===== src/rtl/parking_slot_manager_if.sv =====
// rtl/parking_slot_manager_if.sv - gate sensor requests and occupancy/gate outputs of the slot manager
interface parking_slot_manager_if #(
  parameter int SLOT_W = 3
);
  localparam int SLOTS = 2 ** SLOT_W;

  logic              entry_req;
  logic              exit_req;
  logic [SLOT_W-1:0] exit_slot;
  logic [SLOTS-1:0]  occupancy;
  logic [SLOT_W:0]   free_count;
  logic              full;
  logic              entry_gate;
  logic              exit_gate;
  logic [SLOT_W-1:0] assigned_slot;
  logic              assign_valid;
  logic              exit_err;

  // master is the slot manager (writer of occupancy); slave is the sensor/display side
  modport master (
    input  entry_req, exit_req, exit_slot,
    output occupancy, free_count, full, entry_gate, exit_gate,
    output assigned_slot, assign_valid, exit_err
  );

  modport slave (
    output entry_req, exit_req, exit_slot,
    input  occupancy, free_count, full, entry_gate, exit_gate,
    input  assigned_slot, assign_valid, exit_err
  );
endinterface


===== src/rtl/parking_slot_manager.sv =====
// rtl/parking_slot_manager.sv - allocates lowest free slot on entry, frees named slot on exit, times gate pulses
module parking_slot_manager #(
  parameter int SLOT_W      = 3,
  parameter int GATE_CYCLES = 4
) (
  input  logic                  clk,
  input  logic                  rst_n,
  parking_slot_manager_if.master bus
);
  localparam int SLOTS = 2 ** SLOT_W;

  typedef enum logic [1:0] {IDLE, ENTRY_OPEN, EXIT_OPEN} state_t;

  state_t            state_q, state_d;
  logic [7:0]        timer_q, timer_d;
  logic              entry_prev_q, exit_prev_q;
  logic              entry_pend_q, entry_pend_d;
  logic              exit_pend_q, exit_pend_d;
  logic [SLOT_W-1:0] exit_slot_q, exit_slot_d;
  logic [SLOTS-1:0]  occ_q, occ_d;
  logic [SLOT_W:0]   free_q, free_d;
  logic              full_q, full_d;
  logic              entry_gate_q, entry_gate_d;
  logic              exit_gate_q, exit_gate_d;
  logic [SLOT_W-1:0] assigned_q, assigned_d;
  logic              assign_valid_q, assign_valid_d;
  logic              exit_err_q, exit_err_d;

  logic              entry_edge, exit_edge;
  logic              entry_want, exit_want;
  logic [SLOT_W-1:0] exit_target;
  logic [SLOT_W-1:0] lowest_free;
  logic [SLOT_W:0]   ones;

  assign entry_edge  = bus.entry_req & ~entry_prev_q;
  assign exit_edge   = bus.exit_req & ~exit_prev_q;
  assign entry_want  = entry_pend_q | entry_edge;
  assign exit_want   = exit_pend_q | exit_edge;
  // a latched exit keeps its captured slot; a fresh edge uses the live slot input
  assign exit_target = exit_pend_q ? exit_slot_q : bus.exit_slot;

  always_comb begin
    lowest_free = '0;
    for (int i = SLOTS - 1; i >= 0; i--) begin
      if (!occ_q[i]) lowest_free = SLOT_W'(i);
    end
  end

  always_comb begin
    state_d        = state_q;
    timer_d        = timer_q;
    occ_d          = occ_q;
    entry_gate_d   = entry_gate_q;
    exit_gate_d    = exit_gate_q;
    assigned_d     = assigned_q;
    assign_valid_d = 1'b0;
    exit_err_d     = 1'b0;
    entry_pend_d   = entry_want;
    exit_pend_d    = exit_want;
    exit_slot_d    = (exit_edge && !exit_pend_q) ? bus.exit_slot : exit_slot_q;

    unique case (state_q)
      IDLE: begin
        if (exit_want) begin
          exit_pend_d = 1'b0;
          if (occ_q[exit_target]) begin
            occ_d[exit_target] = 1'b0;
            exit_gate_d        = 1'b1;
            timer_d            = 8'(GATE_CYCLES);
            state_d            = EXIT_OPEN;
          end else begin
            exit_err_d = 1'b1;
          end
        end else if (entry_want) begin
          entry_pend_d = 1'b0;
          if (!full_q) begin
            occ_d[lowest_free] = 1'b1;
            assigned_d         = lowest_free;
            assign_valid_d     = 1'b1;
            entry_gate_d       = 1'b1;
            timer_d            = 8'(GATE_CYCLES);
            state_d            = ENTRY_OPEN;
          end
        end
      end
      ENTRY_OPEN, EXIT_OPEN: begin
        if (timer_q == 8'd1) begin
          entry_gate_d = 1'b0;
          exit_gate_d  = 1'b0;
          state_d      = IDLE;
        end else begin
          timer_d = timer_q - 8'd1;
        end
      end
      default: state_d = IDLE;
    endcase
  end

  // free_count tracks the next occupancy so it updates on the same edge
  always_comb begin
    ones = '0;
    for (int i = 0; i < SLOTS; i++) begin
      ones = ones + (SLOT_W+1)'(occ_d[i]);
    end
    free_d = (SLOT_W+1)'(SLOTS) - ones;
    full_d = (free_d == '0);
  end

  always_ff @(posedge clk or negedge rst_n) begin
    if (!rst_n) begin
      state_q        <= IDLE;
      timer_q        <= '0;
      entry_prev_q   <= 1'b0;
      exit_prev_q    <= 1'b0;
      entry_pend_q   <= 1'b0;
      exit_pend_q    <= 1'b0;
      exit_slot_q    <= '0;
      occ_q          <= '0;
      free_q         <= (SLOT_W+1)'(SLOTS);
      full_q         <= 1'b0;
      entry_gate_q   <= 1'b0;
      exit_gate_q    <= 1'b0;
      assigned_q     <= '0;
      assign_valid_q <= 1'b0;
      exit_err_q     <= 1'b0;
    end else begin
      state_q        <= state_d;
      timer_q        <= timer_d;
      entry_prev_q   <= bus.entry_req;
      exit_prev_q    <= bus.exit_req;
      entry_pend_q   <= entry_pend_d;
      exit_pend_q    <= exit_pend_d;
      exit_slot_q    <= exit_slot_d;
      occ_q          <= occ_d;
      free_q         <= free_d;
      full_q         <= full_d;
      entry_gate_q   <= entry_gate_d;
      exit_gate_q    <= exit_gate_d;
      assigned_q     <= assigned_d;
      assign_valid_q <= assign_valid_d;
      exit_err_q     <= exit_err_d;
    end
  end

  assign bus.occupancy     = occ_q;
  assign bus.free_count    = free_q;
  assign bus.full          = full_q;
  assign bus.entry_gate    = entry_gate_q;
  assign bus.exit_gate     = exit_gate_q;
  assign bus.assigned_slot = assigned_q;
  assign bus.assign_valid  = assign_valid_q;
  assign bus.exit_err      = exit_err_q;
endmodule

===== src/flat_wrapper.sv =====
// flat-port wrapper written by rule: the top's interface ports become plain ports
module parking_slot_manager_flat 
#(
  parameter int SLOT_W      = 3,
  parameter int GATE_CYCLES = 4
)
  (clk, rst_n, bus_entry_req, bus_exit_req, bus_exit_slot, bus_occupancy, bus_free_count, bus_full, bus_entry_gate, bus_exit_gate, bus_assigned_slot, bus_assign_valid, bus_exit_err);
  parking_slot_manager_if #(.SLOT_W(SLOT_W)) bus_i ();
  input  logic clk;
  input  logic rst_n;
  input wire logic [$bits(bus_i.entry_req)-1:0] bus_entry_req;
  input wire logic [$bits(bus_i.exit_req)-1:0] bus_exit_req;
  input wire logic [$bits(bus_i.exit_slot)-1:0] bus_exit_slot;
  output wire logic [$bits(bus_i.occupancy)-1:0] bus_occupancy;
  output wire logic [$bits(bus_i.free_count)-1:0] bus_free_count;
  output wire logic [$bits(bus_i.full)-1:0] bus_full;
  output wire logic [$bits(bus_i.entry_gate)-1:0] bus_entry_gate;
  output wire logic [$bits(bus_i.exit_gate)-1:0] bus_exit_gate;
  output wire logic [$bits(bus_i.assigned_slot)-1:0] bus_assigned_slot;
  output wire logic [$bits(bus_i.assign_valid)-1:0] bus_assign_valid;
  output wire logic [$bits(bus_i.exit_err)-1:0] bus_exit_err;
  assign bus_i.entry_req = bus_entry_req;
  assign bus_i.exit_req = bus_exit_req;
  assign bus_i.exit_slot = bus_exit_slot;
  assign bus_occupancy = bus_i.occupancy;
  assign bus_free_count = bus_i.free_count;
  assign bus_full = bus_i.full;
  assign bus_entry_gate = bus_i.entry_gate;
  assign bus_exit_gate = bus_i.exit_gate;
  assign bus_assigned_slot = bus_i.assigned_slot;
  assign bus_assign_valid = bus_i.assign_valid;
  assign bus_exit_err = bus_i.exit_err;
  parking_slot_manager #(.SLOT_W(SLOT_W), .GATE_CYCLES(GATE_CYCLES)) u_core (.clk(clk), .rst_n(rst_n), .bus(bus_i));
endmodule

===== config.mk =====
export PLATFORM = sky130hd
export DESIGN_NAME = parking_slot_manager_flat
export DESIGN_NICKNAME = d
export VERILOG_FILES = /design/src/rtl/parking_slot_manager_if.sv /design/src/rtl/parking_slot_manager.sv /design/src/flat_wrapper.sv
export SDC_FILE = /design/constraint.sdc
export NUM_CORES = 1
export LEC_CHECK = 0
export BUFFER_PORTS_ARGS = -buffer_cell sky130_fd_sc_hd__buf_4
export CAP_MARGIN = 20
export CORE_MARGIN = 8
export CORE_UTILIZATION = 60
export CTS_BUF_LIST = sky130_fd_sc_hd__clkbuf_4
export DETAILED_ROUTE_END_ITERATION = 12
export PLACE_DENSITY = 0.86
export SYNTH_ARGS = -nofsm -noshare
export SYNTH_HDL_FRONTEND = slang
export SYNTH_SLANG_ARGS = --single-unit

===== constraint.sdc =====
create_clock -name clk -period 5.4 [get_ports clk]
set_input_delay 0.54 -clock clk [delete_from_list [all_inputs] [get_ports clk]]
set_output_delay 0.54 -clock clk [all_outputs]
set_load 0.02 [all_outputs]

==> Word level (Yosys, flattened, before mapping) <==
Cells that the tools add are included.
{ "classes": {"bitwise": 11, "n_addsub": 9, "n_lt_le_gt_ge": 4, "mux": 50, "n_reduce_logical": 13, "eq_ne": 13} }
{ "op_table": {"columns": ["operator", "count"], "rows": [
  ["$mux W8", 10],
  ["$mux W3", 9],
  ["$add A4 B1 Y4", 6],
  ["$mux W1", 19],
  ["$pmux W8 S2", 1],
  ["$reduce_and A4 Y1", 3],
  ["$mux W2", 5],
  ["$reduce_and A5 Y1", 2],
  ["$and A8 B8 Y8", 1],
  ["$eq A8 B1 Y1 const B", 1],
  ["$lt A3 B4 Y1 const B", 2],
  ["$ne A2 B1 Y1 const B", 4],
  ["$not A8 Y8", 1],
  ["$or A8 B8 Y8", 1],
  ["$sub A8 B1 Y8 const B", 1],
  ["$demux W1 S3", 2],
  ["$ge A3 B1 Y1 const B", 2],
  ["$ne A2 B2 Y1 const B", 3],
  ["$ne A3 B3 Y1 const B", 2],
  ["$logic_not A4 Y1", 1],
  ["$not A1 Y1", 4],
  ["$pmux W1 S2", 2],
  ["$pmux W2 S2", 1],
  ["$sub A4 B4 Y4 const A", 1],
  ["12 further kinds", 16]
]} }
{ "totals": {"regBits": 37, "input_bits": 7, "word_cells": 115, "out_inout_bits": 20} }

==> Depth between registers and ports, before layout <==
{ "logic_depth": {"ltp_word": 26, "depth_mapped": 18, "depth_no_buf": 17} }

==> Worst setup path after synthesis <==
No wires, ideal clock.
{ "synth_timing": {"path_type": "reg-to-reg", "startpoint": "register u_core.exit_pend_q", "endpoint": "register u_core.full_q (netlist: u_core.bus.full)", "path_buffers": 1, "setup_slack_ps": 1103, "period_less_slack_ps": 4297, "t_arrival_ps": 4196, "setup_ps": 101, "stages_incl_launch_ff": 16, "path_cell_list": "dfrtp_1 -> buf_4 -> mux2_4 -> mux2i_1 -> a222oi_1 -> nand3_1 -> nor2_1 -> a2bb2oi_1 -> fa_1 -> ha_1 -> fa_1 -> inv_1 -> fa_1 -> ha_1 -> xor2_1 -> nor4_1"} }
{ "synth_lines": {"columns": ["item", "line", "source"], "rows": [
  ["from (decl)", "parking_slot_manager.sv:18", "logic exit_pend_q, exit_pend_d;"],
  ["from (signal assigned)", "parking_slot_manager.sv:132", "exit_pend_q <= exit_pend_d;"],
  ["$mux W3", "parking_slot_manager.sv:40", "assign exit_target = exit_pend_q ? exit_slot_q : bus.exit_slot;"],
  ["$lt A3 B4 Y1 (implied by the code) or $ge A3 B1 Y1 (tied branches)", "parking_slot_manager.sv:67", "occ_d[exit_target] = 1'b0;"],
  ["$logic_and A1 B1 Y1 (implied by the code)", "parking_slot_manager.sv:67", null],
  ["$mux W1 (implied by the code)", "parking_slot_manager.sv:67", null],
  ["$demux W1 S3", null, null],
  ["$not A8 Y8 (no source line)", null, null],
  ["$and A8 B8 Y8 (no source line)", null, null],
  ["$mux W8", "parking_slot_manager.sv:66", "if (occ_q[exit_target]) begin"],
  ["$mux W8 (*)", "parking_slot_manager.sv:64", "if (exit_want) begin"],
  ["$mux W8 (*)", "parking_slot_manager.sv:62", "unique case (state_q)"],
  ["named net u_core.occ_d[5]", "parking_slot_manager.sv:20", "logic [SLOTS-1:0] occ_q, occ_d;"],
  ["$add A4 B1 Y4 (*) (3 in a row)", "parking_slot_manager.sv:103", "ones = ones + (SLOT_W+1)'(occ_d[i]);"],
  ["$sub A4 B4 Y4 (*)", "parking_slot_manager.sv:105", "free_d = (SLOT_W+1)'(SLOTS) - ones;"],
  ["named net u_core.free_d[3]", "parking_slot_manager.sv:21", "logic [SLOT_W:0] free_q, free_d;"],
  ["$logic_not A4 Y1 (*)", "parking_slot_manager.sv:106", "full_d = (free_d == '0);"],
  ["named net u_core.full_d", "parking_slot_manager.sv:22", "logic full_q, full_d;"],
  ["to (signal assigned)", "parking_slot_manager.sv:136", "full_q <= full_d;"],
  ["to (decl)", "parking_slot_manager.sv:22", null]
]} }
Mark *: on every way through the listed nets, which the timed path passes. The rest lies on a longest branch. The select of a mux whose other input is x is not followed.
A chain may end at the register's enable or synchronous reset.

==> Final worst setup path <==
Ends and elaborated chain as after synthesis.

==> results.md <==
* Crit path kind: register to register
* CTS Buf Count at 5
* Clock buffer depth at 2
* Gp weighted congestion at about 0.91
* Slowest cell on crit path: dfrtp_1
* Crit Path Max Fanout at 11
* Non-Filler Instances at around 280
* H-tree depth at 2
* Yosys warning total at 0
* Cts repair resizes at 0
* Max Clk Rate at between 0.2 and 0.25 GHz
* Yosys top cell area share at between 40% and 50%
* Synth Cell Area at approximately 2100 um^2
* CP arrival at 5.08 ns
* Post-route clock period utilization at 89.76%
* First-pass DRT Iterations at 4
* Skew-Pair Late Insertion Delay at 0.33 ns
* FP Rows at 21
* CTS tree: done
* Worst Path Buf+Inv at 1
* Setup tns final at 0 ns
* Largest net degree at the start of global routing at 38
* Critical Path RT at 5.63 ns
* Overall via count from detail_route at between 1500 and 2000
* Critical Path Max Stage Delay at 0.59 ns
* Status: finished clean
* Seq cells post-synth at 37
* Worst-Margin Slew at between 0.8 and 0.9 ns
* Root Buffer: clkbuf_4
* EDFF count, synth at 0
* Placed cells at ~280
* Post-synth top flop: dfrtp_1
* Max cap viols at 0
* Sequential share of the synthesized area at approximately 45%
* Final wirelength at roughly 4400 um
* Initial antenna violation count at 0
* Commonest non-fill, non-tap cells in the layout: dfrtp_1 (36), buf_4 (26), inv_1 (20), nand2_1 (18), nor2_1 (14)
* Pre-CTS WS at about 0.61 ns
* # fillers at 260
* Syn Nets at ~230
* Final Critical Period at ~4.8 ns
* Setup ws final at around 0.55 ns
* Worst path top cell family by delay: adder cells
* Tot GR Track Use at 17.38%
* Core Footprint at 3337 um^2
* Share of layout cells above drive strength 1 at 17.30%
* Drt initial violations at between 100 and 150
* Vias per cell at between 5 and 6
* DP HPWL at about 3300 um
* Critical path capture point type: register
* Most common cell after layout, fill and taps aside: dfrtp_1
* Setup violators final at 0
* Clk sinks at 37
* Post-synth ARST share at 100.0%
* First-pass GRT wire length at 7507 um
* Residual DRC at 0
* Hold Fails Final Rpt at 0
* Clock Skew at around 0.0058 ns
* CP dominant cell by count: fa_1
* Area growth syn-to-layout at 13.36%
* WL per Instance at 15.42 um
* RSZ-0062 raised after global routing: false
* Vias in the first global route at around 1600
* Syn Area/Cell at just under 10 um^2
* # nets final at about 260
* Hold_buf cts at 0
* Die H at between 70 and 80 um
* Die Wd at between 70 and 80 um
* Setup crit start kind: register
* Post-Route Utilization at ~70%
* Die area at approximately 5600 um^2
* CP cell instances: mux2i_2 > mux2i_1 > a222oi_1 > nand3_1 > nor2_1 > a2bb2oi_1 > fa_1 > ha_1 > fa_1 > inv_1 > fa_1 > ha_1 > xor2_1 > nor4_1
* Antenna diode count at 0
* Leading area contributor after synthesis: dfrtp_1
* Routed Antenna Nets at 0
* Grt ovf at 0
* Worst hold path type: input pin to async pin
* Slew margin rel. at between 40% and 50%
* Num ports at 27
* Post-CTS Setup Bufs at 0
* Final Max Tran Viols at 0
* Clock transition at path regs at around 0.10 ns
* Initial Util at between 60% and 70%
* Cells after Synth at between 200 and 250
* Largest cells by area after synthesis: dfrtp_1 (43%), ha_1 (7.2%), inv_1 (3.6%)
* Synth cell types at just over 50
* Port bufs at 26
sequential cells by signal, indices dropped and copies added (netlist names):
signal / flops
u_core.entry_prev_q: 1
u_core.bus.full: 1
u_core.state_q: 2
u_core.exit_pend_q: 1
u_core.exit_prev_q: 1
u_core.entry_pend_q: 1
u_core.bus.exit_err: 1
u_core.timer_q: 8
u_core.bus.free_count: 4
u_core.bus.assign_valid: 1
u_core.bus.exit_gate: 1
u_core.bus.occupancy: 8
u_core.bus.entry_gate: 1
u_core.bus.assigned_slot: 3
u_core.exit_slot_q: 3
per-stage QoR:
stage | instance area [um^2] | hold WS, ns
after floorplan | 2079 | 0.2444
after global placement | 2308 | 0.4647
after detailed placement | 2308 | 0.4726
after CTS | 2357 | 0.1589
after global routing | 2357 | 0.1686
final | 2357 | 0.1421
Yosys cell counts, types with 2 or more instances:
| cell type | count |
|---|---|
| a21boi_0 | 2 |
| a21o_1 | 2 |
| a21oi_1 | 10 |
| a2bb2oi_1 | 2 |
| a31oi_1 | 4 |
| a41oi_1 | 3 |
| clkbuf_1 | 3 |
| dfrtp_1 | 36 |
| fa_1 | 3 |
| ha_1 | 12 |
| inv_1 | 20 |
| mux2_2 | 4 |
| mux2i_1 | 6 |
| nand2_1 | 18 |
| nand2b_1 | 8 |
| nand3_1 | 2 |
| nand3b_1 | 2 |
| nor2_1 | 14 |
| nor2b_1 | 2 |
| nor3_1 | 5 |
| nor4_1 | 3 |
| o21a_1 | 2 |
| o21ai_0 | 13 |
| o22ai_1 | 4 |
| o31ai_1 | 2 |
| o32a_1 | 2 |
cell families (layout without fill, tap and decap cells):
family,Yosys count,count (layout),synth area share [%]
muxes,12,12,6.438
buffers and inverters,25,53,4.753
DFF,37,37,44.58
xor gates and xnor gates,1,1,0.4213
and+or+nand+nor,63,63,15.28
adders and majority gates,15,15,10.11
AOI/OAI and AO/OA,56,56,18.41
final cells by class:
class | instances | area (um^2) | area share, %
multi-input combinational | 147 | 1054 | 44.69
sequential | 37 | 927.1 | 39.33
timing repair buffer | 26 | 195.2 | 8.280
inverter | 20 | 75.07 | 3.185
tap | 46 | 57.56 | 2.442
clock buffer | 6 | 45.04 | 1.911
clock inverter | 1 | 3.754 | 0.1592
layer usage:
metal	vias up	share of wire, %	GRT usage [%]
li1	809	-	-
met2	55	46	25.72
met5	-	0	0
met1	804	46	23.82
met3	6	6.8	3.728
met4	0	1.5	7.391
worst register-to-register path: cells and delay by family, from the launching register on:
family          cells  cell delay, ns
fa+ha+maj           5            1.86
simple gates        3            0.82
compound gates      2            0.71
flops               1            0.59
mux                 2            0.54
xor+xnor            1            0.18
buf+inv             1            0.07
path summary, 6_finish.rpt:
check                                                         from                                      end  slack (ns)  cells past startpoint
min reg2reg                u_core.bus.assigned_slot[0]$_DFFE_PN0P_  u_core.bus.assigned_slot[0]$_DFFE_PN0P_        0.49                      2
max reg2reg                           u_core.exit_pend_q$_DFF_PN0_                u_core.bus.full$_DFF_PN0_        0.55                     14
min in group clk                                     bus_entry_req            u_core.entry_prev_q$_DFF_PN0_        0.31                      1
max in group asynchronous                                    rst_n       u_core.bus.free_count[3]$_DFF_PN1_        4.91                      1
max                                   u_core.exit_pend_q$_DFF_PN0_                u_core.bus.full$_DFF_PN0_        0.55                     14
min                                                          rst_n        u_core.bus.occupancy[6]$_DFF_PN0_        0.14                      1
Power is left out: the tool's default activity adds up to more than one toggle a clock period on the data nets, which glitch-free logic cannot reach.
